--- config.mk ---
export PLATFORM = sky130hd
export DESIGN_NAME = bcd_conv_arbiter
export DESIGN_NICKNAME = d
export VERILOG_FILES = /design/src/rtl/bcd_conv_arbiter.sv
export SDC_FILE = /design/constraint.sdc
export NUM_CORES = 1
export LEC_CHECK = 0
export CAP_MARGIN = 10
export CORE_MARGIN = 2
export CORE_UTILIZATION = 45
export CTS_CLUSTER_DIAMETER = 200
export CTS_CLUSTER_SIZE = 40
export DETAILED_ROUTE_END_ITERATION = 10
export MAX_ROUTING_LAYER = met4
export PLACE_DENSITY = 0.71
export SYNTH_ARGS = -nofsm -noshare
export SYNTH_HDL_FRONTEND = slang
export SYNTH_SLANG_ARGS = --single-unit
--- constraint.sdc ---
create_clock -name clk -period 8.7 [get_ports clk]
set_input_delay 2.175 -clock clk [delete_from_list [all_inputs] [get_ports clk]]
set_output_delay 2.175 -clock clk [all_outputs]
set_load 0.02 [all_outputs]
--- src/rtl/bcd_conv_arbiter.sv ---
// Round-robin arbiter sharing one 14-bit binary-to-4-digit-BCD converter among NREQ requesters.
// Define BCD_ARB_SAT_EN to clamp operands above 9999 to 9999 before conversion.
module bcd_conv_arbiter #(
  parameter int NREQ = 4,
  parameter int IDW  = 2
) (
  input  logic                 clk,
  input  logic                 rst_n,
  input  logic [NREQ-1:0]      req_valid,
  input  logic [14*NREQ-1:0]   req_bin,
  output logic [NREQ-1:0]      req_ready,
  output logic                 rsp_valid,
  input  logic                 rsp_ready,
  output logic [IDW-1:0]       rsp_id,
  output logic [15:0]          rsp_bcd,
  output logic                 rsp_ovf,
  output logic                 busy
);

  typedef enum logic [1:0] {IDLE, CONV, RESP} state_t;

  state_t         state, state_nxt;
  logic [IDW-1:0] prio_ptr;
  logic [IDW-1:0] grant_id;
  logic           grant_hit;
  logic           accept;
  logic [13:0]    grant_bin;
  logic [13:0]    op_bin;
  logic [IDW-1:0] op_id;
  logic           op_ovf;
  logic [13:0]    conv_in;
  logic [15:0]    conv_bcd;

  function automatic logic [IDW-1:0] rr_index(input logic [IDW-1:0] base, input int offset);
    int sum;
    sum = int'(base) + offset;
    if (sum >= NREQ) sum = sum - NREQ;
    return sum[IDW-1:0];
  endfunction

  // Double dabble; digits above thousands shift out, which yields BCD of (bin mod 10000).
  function automatic logic [15:0] bin_to_bcd(input logic [13:0] bin);
    logic [29:0] sh;
    sh = {16'h0000, bin};
    for (int b = 0; b < 14; b++) begin
      for (int d = 0; d < 4; d++) begin
        if (sh[14+4*d +: 4] >= 4'd5) sh[14+4*d +: 4] = sh[14+4*d +: 4] + 4'd3;
      end
      sh = sh << 1;
    end
    return sh[29:14];
  endfunction

  // Scan from the highest offset down so the closest eligible requester to prio_ptr wins.
  always_comb begin
    grant_hit = 1'b0;
    grant_id  = '0;
    for (int i = NREQ - 1; i >= 0; i--) begin
      if (req_valid[rr_index(prio_ptr, i)]) begin
        grant_hit = 1'b1;
        grant_id  = rr_index(prio_ptr, i);
      end
    end
  end

  always_comb begin
    grant_bin = '0;
    for (int i = 0; i < NREQ; i++) begin
      if (grant_id == IDW'(i)) grant_bin = req_bin[14*i +: 14];
    end
  end

  assign accept = (state == IDLE) && grant_hit && rst_n;

  assign op_ovf = (op_bin > 14'd9999);
`ifdef BCD_ARB_SAT_EN
  assign conv_in = op_ovf ? 14'd9999 : op_bin;
`else
  assign conv_in = op_bin;
`endif
  assign conv_bcd = bin_to_bcd(conv_in);

  always_ff @(posedge clk or negedge rst_n) begin
    if (!rst_n) state <= IDLE;
    else        state <= state_nxt;
  end

  always_comb begin
    state_nxt = state;
    case (state)
      IDLE:    if (grant_hit) state_nxt = CONV;
      CONV:    state_nxt = RESP;
      RESP:    if (rsp_ready) state_nxt = IDLE;
      default: state_nxt = IDLE;
    endcase
  end

  // req_ready is also gated by rst_n so it reads zero for the whole reset interval.
  always_comb begin
    req_ready = '0;
    if (accept) req_ready[grant_id] = 1'b1;
    rsp_valid = (state == RESP);
    busy      = (state != IDLE);
  end

  always_ff @(posedge clk or negedge rst_n) begin
    if (!rst_n) begin
      prio_ptr <= '0;
      op_bin   <= '0;
      op_id    <= '0;
      rsp_bcd  <= 16'h0000;
      rsp_id   <= '0;
      rsp_ovf  <= 1'b0;
    end else begin
      if (accept) begin
        op_bin   <= grant_bin;
        op_id    <= grant_id;
        prio_ptr <= (grant_id == IDW'(NREQ - 1)) ? '0 : grant_id + IDW'(1);
      end
      if (state == CONV) begin
        rsp_bcd <= conv_bcd;
        rsp_id  <= op_id;
        rsp_ovf <= op_ovf;
      end
    end
  end

endmodule

==> run summary <==
Synth Instances: 797
Core Region: 0.0131 mm2
IO Count: 88
Post-CTS Hold Buffers: 0
Largest net degree at the start of global routing: 43
Total number of vias: 6922
Synth area leader: dfrtp_1
GPL Wtd Cong: 0.949
Req. time, crit path: 8.91 ns
HP Class: flop to flop
Yosys reg bits: 39
Cell mode on critical path: ha_4
Placed insts: 1081
Post-Layout Cell Count: 1138
M2 GR Usage: 44.6%
Initial antenna violation count: 0
F_max: 116 MHz
Commonest non-fill, non-tap cell in the layout: buf_4
Seq/Total Area, Yosys: 16.2%
Crit-path max FO: 8
Grt total ovfl: 0
Crit path kind: flop to flop
Drt pass-1 iters: 8
Most used DFF post-synth: dfrtp_1
Dpl hpwl: 13.6 mm
Endpoints failing hold: 0
Final WL: 19.9 mm
Die width: 120 um
DRT antenna net count: 0
Worst Skew: 0.00649 ns
Synth Warn #: 0
Startpoint types: flop
Layout cell share with drive strength beyond 1: 30.5%
Mapped Area: 0.00601 mm2
Post-DR vias/cell: 6.08
Nets: 1052
Outcome: completed
Cell Area, Placed: 0.00747 mm2
Crit. End Element: flop
Fin area: 0.00862 mm2
H-tree levels: 2
Worst-Skew Late Latency: 0.29 ns
Mapped Avg Cell Area: 7.54 um2
GR Util met3: 2.09%
Vias in the first global route: 6558
Syn nets: 888
Die Height: 120 um
Met1 Use GR: 32.6%
Slew @ Worst Pin: 1.04 ns
Distinct cells, synth: 116
Worst-path clk slew: 0.06 ns
Initial DRC Count: 564
CP max-delay cell: or4_4
DR WL/cell: 17.5 um
Drc violations: 0
Synth async-reset ratio: 100%
Final Max Slew Viols: 0
TritonCTS Buffers: 5
Top cells by area, synth: dfrtp_1 (16%), a21oi_1 (5.9%), ha_1 (5.8%)
Delay of the slowest critical-path stage: 0.44 ns
CTS sink count: 39
Share of the synthesized area in the top cell type: 16.2%
WP data arrival: 8.81 ns
Minimum clock period: 8.60 ns
Ant. Diodes: 0
Busiest metal layer after global routing: met2
Layout area overhead: 43.4%
Row Count: 42
CTS tree: built
First-pass GRT wire length: 30.4 mm
Number of I/O port buffers: 87
Tcrit/Tclk final: 98.8%
Most frequent cells in the layout: buf_4 (105), clkdlybuf4s50_1 (86), nand2_1 (75), nor2_1 (75), a21oi_1 (68)
Clock buffer depth: 2
Die area: 0.0143 mm2
Setup violations, final: 0
Max_cap viols: 0
EDFF count, synth: 0
Initial core utilization: 45.8%
GRT Util Overall: 25.7%
Slew HR: 29.7%
Clk root buf: clkbuf_16
-- critical path, delay by kind of cell, from the launching register on --
kind	cells	cell delay [ns]
multiplexers	1	0.20
AND/OR/NAND/NOR	10	2.15
flip-flops	1	0.38
XOR/XNOR	3	0.69
buffers and inverters	7	0.73
adder cells (fa/ha/maj)	8	1.41
AO/OA/AOI/OAI	16	2.94
-- area by class of cell --
cell class	instances	area (um2)
multi-input cells	685	5430
fillers	1132	4520
repair buffers	195	1690
flip-flops and latches	39	976
well taps	176	220
clock buffers	6	139
inverters	35	131
clock inverters	2	35.0
-- cells in the mapped netlist, types with 4 or more instances --
cell type	number
a21o_1	10
o31ai_1	11
and2_1	7
o2111ai_1	4
o21ai_1	5
a211oi_1	17
a211oi_2	6
o311ai_0	4
nand4_1	9
dfrtp_1	39
nor2b_1	4
ha_1	28
clkbuf_1	30
a211o_1	4
nor4_1	4
inv_1	31
o211ai_1	16
a31oi_1	14
a21oi_1	71
o22a_1	4
o221ai_1	4
o21ai_0	42
mux2_2	6
a21oi_2	5
nand2_1	79
o32ai_1	6
o31a_1	4
o22ai_1	6
or4_1	4
a311oi_1	5
o21a_1	11
and3_1	11
or2_2	6
nand2b_1	10
xnor2_1	7
nor3_2	7
a22oi_1	15
nor2_1	80
nor2_2	4
mux2i_1	11
xor2_1	7
nor3_1	18
nand3_1	25
or3_1	6
-- repair_timing --
action / 4_1_cts / 5_1_grt
buffers inserted: 15 / 34
gates resized for setup: 20 / 92
hold endpoints to repair: 0 / 0
endpoints found under the setup margin: 11 / 11
pin swaps: 11 / 46
-- through the flow --
| stage | util (%) | hold slack [ns] | setup TNS, ns | worst slack [ns] |
|---|---|---|---|---|
| 3_3_place_gp | 56.9 | 0.453 | 0 | 0.0616 |
| 6_report | 65.6 | 0.475 | 0 | 0.103 |
| 4_1_cts | 59.8 | 0.477 | -0.00458 | -0.00458 |
| 2_1_floorplan | - | 0.437 | -0.000639 | -0.000639 |
| 5_1_grt | 65.6 | 0.488 | -1.49 | -0.239 |
| 3_5_place_dp | 56.9 | 0.468 | -2.25 | -0.392 |
-- metal layers --
layer | part of all wire, % | routed length [um] | vias up
li1 | - | - | 3378
met5 | 0 | 0 | -
met4 | 2.0 | 395 | 0
met2 | 51 | 10200 | 205
met1 | 44 | 8680 | 3307
met3 | 3.4 | 685 | 32
-- state kept, by name, summed over array words and instances (netlist names) --
register,flops
conv_in,14
op_id,2
prio_ptr,2
rsp_bcd,16
rsp_id,2
rsp_ovf,1
state,2
-- final timing paths --
path,slack [ns],from,end,cells after the start
max reg2reg,0.10,conv_in[12],rsp_bcd[11],45
min,0.48,op_id[0],rsp_id[0],2
max,0.10,conv_in[12],rsp_bcd[11],45
max in group asynchronous,6.37,rst_n,conv_in[12],2
min in group asynchronous,1.94,rst_n,rsp_bcd[13],2
min reg2reg,0.48,op_id[0],rsp_id[0],2
-- cells by family after synthesis --
| logic type | synth area share (%) |
|---|---|
| simple gates | 25.6 |
| mux | 3.89 |
| compound gates | 39.8 |
| buf+inv | 5.31 |
| flops | 16.2 |
| fa+ha+maj | 5.83 |
| xor+xnor | 3.39 |
Power is left out: the tool's default activity adds up to more than one toggle a clock period on the data nets, which glitch-free logic cannot reach.
